### src/rtl/score_counter.sv
// Game score counter: IDLE/RUN/OVER FSM, frame-tick prescaler, saturating score,
// hundreds milestone pulse and best-score tracking.
module score_counter #(
  parameter int unsigned TICKS_PER_POINT = 6,
  parameter int unsigned MAX_SCORE       = 99999
) (
  input  logic        clk,
  input  logic        resetn,
  input  logic        frame_tick,
  input  logic        start,
  input  logic        collide,
  output logic [16:0] curr_score,
  output logic [16:0] high_score,
  output logic        running,
  output logic        game_over,
  output logic        milestone,
  output logic        new_high
);

  typedef enum logic [1:0] {IDLE, RUN, OVER} state_e;

  localparam logic [5:0]  TICK_LAST = 6'(TICKS_PER_POINT - 1);
  localparam logic [16:0] MAX_Q     = 17'(MAX_SCORE);

  state_e      state_q, state_d;
  logic [5:0]  tick_q, tick_d;
  logic [16:0] score_q, score_d;
  logic [16:0] high_q, high_d;
  logic [6:0]  sub_q, sub_d;
  logic        milestone_q, milestone_d;
  logic        new_high_q, new_high_d;

  always_ff @(posedge clk or negedge resetn) begin
    if (!resetn) begin
      state_q     <= IDLE;
      tick_q      <= '0;
      score_q     <= '0;
      high_q      <= '0;
      sub_q       <= '0;
      milestone_q <= 1'b0;
      new_high_q  <= 1'b0;
    end else begin
      state_q     <= state_d;
      tick_q      <= tick_d;
      score_q     <= score_d;
      high_q      <= high_d;
      sub_q       <= sub_d;
      milestone_q <= milestone_d;
      new_high_q  <= new_high_d;
    end
  end

  always_comb begin
    state_d     = state_q;
    tick_d      = tick_q;
    score_d     = score_q;
    high_d      = high_q;
    sub_d       = sub_q;
    new_high_d  = new_high_q;
    milestone_d = 1'b0;

    unique case (state_q)
      IDLE, OVER: begin
        if (start) begin
          state_d    = RUN;
          tick_d     = '0;
          score_d    = '0;
          sub_d      = '0;
          new_high_d = 1'b0;
        end
      end
      RUN: begin
        // Collision takes priority over a coinciding score increment
        if (collide) begin
          state_d = OVER;
          if (score_q > high_q) begin
            high_d     = score_q;
            new_high_d = 1'b1;
          end else begin
            new_high_d = 1'b0;
          end
        end else if (frame_tick) begin
          if (tick_q == TICK_LAST) begin
            tick_d = '0;
            if (score_q < MAX_Q) begin
              score_d = score_q + 17'd1;
              if (sub_q == 7'd99) begin
                sub_d       = '0;
                milestone_d = 1'b1;
              end else begin
                sub_d = sub_q + 7'd1;
              end
            end
          end else begin
            tick_d = tick_q + 6'd1;
          end
        end
      end
      default: state_d = IDLE;
    endcase
  end

  assign curr_score = score_q;
  assign high_score = high_q;
  assign running    = (state_q == RUN);
  assign game_over  = (state_q == OVER);
  assign milestone  = milestone_q;
  assign new_high   = new_high_q;

endmodule

### config.mk
export PLATFORM = sky130hd
export DESIGN_NAME = score_counter
export DESIGN_NICKNAME = d
export VERILOG_FILES = /design/src/rtl/score_counter.sv
export SDC_FILE = /design/constraint.sdc
export NUM_CORES = 1
export LEC_CHECK = 0
export BUFFER_PORTS_ARGS = -buffer_cell sky130_fd_sc_hd__buf_2
export CAP_MARGIN = 25
export CORE_MARGIN = 4
export CORE_UTILIZATION = 28
export DETAILED_ROUTE_END_ITERATION = 7
export HOLD_SLACK_MARGIN = 0.03
export PLACE_DENSITY = 0.54
export SYNTH_ARGS = -nofsm -noshare
export SYNTH_HDL_FRONTEND = slang
export SYNTH_SLANG_ARGS = --single-unit
### constraint.sdc
create_clock -name clk -period 2.75 [get_ports clk]
set_clock_uncertainty 0.1 [all_clocks]
set_input_delay 0.1375 -clock clk [delete_from_list [all_inputs] [get_ports clk]]
set_output_delay 0.1375 -clock clk [all_outputs]
set_load 0.03 [all_outputs]
==> metrics <==
Iter 0 DRT Violations=between 100 and 150; Fin Setup TNS=0 ns; setup slack after layout=between 0.15 and 0.2 ns; worst path required time=2.89 ns; maximum vdd drop=0.2622 mV; gp weighted congestion=0.8227; grt peak-use layer=met2; Max Cap Viol=0; Remaining DRCs=0; post-route design area=0.003443 mm²; CTS root buffer=clkbuf_8; unrepaired setup endpoints after global routing=false; Post-DP Area=0.003282 mm²; drt total wl=6449 µm; Die X=107.3 µm; Flop pwr share=between 50% and 60%; CTS buffer count=5; status=completed; Global Route met3 Usage=2.400%; Slew @ Worst Pin=0.5431 ns; #FFs+latches synth=51; yosys warns=0; Hold Path Class=in2async; GRT met2 Usage=18.10%; ant diodes=0; filler instances=975; Die Span Y=approximately 110 µm; number of antenna violations at the first check in global routing=0; Netlist cell types=33; Register Area=0.001277 mm²; htree depth=2; r2r setup slk=about 0.17 ns; Internal=1.056 mW; Initial Utilization=~30%; Power Total=1.456 mW; crit start category=flip-flop; TritonCTS clock tree=yes; area growth from synthesis to layout=24.81%; CTS clock-pin slew for the worst setup and hold paths=0.10 ns; total track usage=roughly 12%; ratio of cells with drive above 1 in the final layout=between 20% and 30%; number of synthesized flops with an enable pin=0; dpl ws=between 0.09 and 0.1 ns; Net Sw Frac=approximately 27%; asr flop ratio synth=100.0%; CP Data Arrival Time=roughly 2.7 ns; syn_nets=308; fin nets=379; critical path class=reg2reg; clock share of power=33.7%; clk_lat worst skew=0.31 ns; Pleak=1.736 nW; FMAX=0.3875 GHz; Post-DRT Antenna Nets=0; Final Cycle Share=93.84%; vias=around 2.3k; Pre-Repair DR Iteration Count=4; Final Hold Fails=0; Rel. slew slack=63.66%; via-per-instance ratio=about 4.7; final setup vio count=0; Post-Synthesis Cell Area=0.002759 mm²; Remaining Overflow, GRT=0; first-pass GRT wire length=roughly 11000 µm; routing usage on met1=18.00%; Mapped Cells=282; Power Dens Cells=between 400 and 500 mW/mm²; Die ar.=0.01151 mm²; Slew Viols, Final=0; largest net degree at the start of global routing=between 40 and 50; Sink Count=between 50 and 60; Avg Cell Area, Syn=9.783 µm²; Logic pwr share=12.0%; multi-input logic area=0.001381 mm²; NetSw=approximately 400 µW; drt wl/cell=13.35 µm; I/O Buffers=42; I/O Pins=43; Core Region=0.009415 mm²; Post-DP HPWL=4864 µm; ys flop type=dfrtp_1; Rows=35; minimum clock period=2.581 ns; Max Root-Sink Buffers=2; number of global-route vias before repair=2270; endpoint class of the critical path=flip-flop; Seq/Total Area, Yosys=46.26%; CP max FO=4
-- metrics by stage --
stage          std cells  util (%)  hold WS, ns
5_1_grt              483     36.57       0.1758
3_5_place_dp         470     34.86       0.2653
2_1_floorplan        282         -      -0.2581
6_report             483     36.57       0.1652
3_3_place_gp         470     34.86       0.2620
4_1_cts              481     36.28       0.1793
-- synth_stat cells (2+ instances only) --
cell type  instances  area [µm²]
o31ai_1            5       37.54
clkbuf_1           3       11.26
buf_2              3       15.01
dfrtp_1           51        1276
xor2_1            12       105.1
inv_1             21       78.83
xnor2_1            2       17.52
a211oi_1           2       15.01
nand4_1           14       87.58
nand3_1           14       70.07
nand2_1           20       75.07
nor2b_1            4       25.02
a21oi_1            8       40.04
mux2_2            17       191.4
o21ai_0           25       125.1
and3_1             8       50.05
nor2_1            28       105.1
ha_1              21       262.8
and2_1             2       12.51
nand2b_1           5       31.28
nor3_1             5       25.02
-- state kept, by name (all words and copies together), names as in the netlist --
| register | count |
|---|---|
| curr_score | 17 |
| high_score | 17 |
| sub_q | 7 |
| tick_q | 6 |
| state_q | 2 |
| milestone | 1 |
| new_high | 1 |
-- cells by family after synthesis --
family | Yosys count | synth area share (%)
AND/OR/NAND/NOR | 107 | 19.50
flip-flops | 51 | 46.26
AO/OA/AOI/OAI | 45 | 9.524
buffers and inverters | 27 | 3.809
adder cells (fa/ha/maj) | 21 | 9.524
multiplexers | 17 | 6.939
XOR/XNOR | 14 | 4.445
-- placed cells by master (no fill, tap or decap), drive strengths merged, types with 2 or more instances in the layout --
master / count
and3: 8
dfrtp: 51
mux2: 17
nand3: 14
a21oi: 8
ha: 21
dlygate4sd3: 3
o31ai: 5
nor2b: 4
nand2: 20
o21ai: 26
inv: 21
and2: 2
nor2: 28
a211oi: 3
buf: 67
nand2b: 5
nand4: 14
xor2: 12
nor3: 5
clkbuf: 7
xnor2: 2
-- final timing paths --
kind,startpoint,end,cells past startpoint
max,tick_q[1],curr_score[9],9
min,resetn,sub_q[6],2
max reg2reg,tick_q[1],curr_score[9],9
min reg2reg,sub_q[6],sub_q[6],1
max in group asynchronous,resetn,tick_q[2],4
min in group clk,frame_tick,milestone,3
-- power groups by stage --
stage	clock [mW]	sequential [mW]	combinational, mW
5_1_grt	0.529	0.794	0.204
4_1_cts	0.506	0.790	0.176
6_report	0.490	0.791	0.175
2_1_floorplan	0	0.802	0.106
3_3_place_gp	0	0.803	0.168
3_5_place_dp	0	0.805	0.171
-- per-layer routing --
metal / part of all wire (%) / routed length, µm
met1: 51 / 3317
met2: 43 / 2745
met3: 5.2 / 336
met4: 0.74 / 48
met5: 0 / 0
-- critical path: stages (launching register included) --
cell	delay, ns
dfrtp_1	0.43
inv_1	0.07
ha_1	0.12
or4bb_1	0.50
a311o_1	0.36
a211oi_2	0.18
buf_4	0.15
nand3_1	0.08
or3_1	0.37
a21oi_1	0.14
-- cell type report --
type	count	share of cell area [%]
Clock buffer	7	2.798
Clock inverter	1	0.2180
Inverter	21	2.289
Multi-Input combinational cell	204	40.12
Sequential cell	51	37.10
Tap cell	129	4.688
Timing Repair Buffer	70	12.79
-- timing repair --
action | CTS | global route
buffers inserted | 0 | 1
endpoints found under the setup margin | 0 | 8
resized for setup | 0 | 1
hold endpoints to repair | 44 | 0
hold buffers | 3 | 0
No activity file was read; power rests on OpenSTA's default activity.
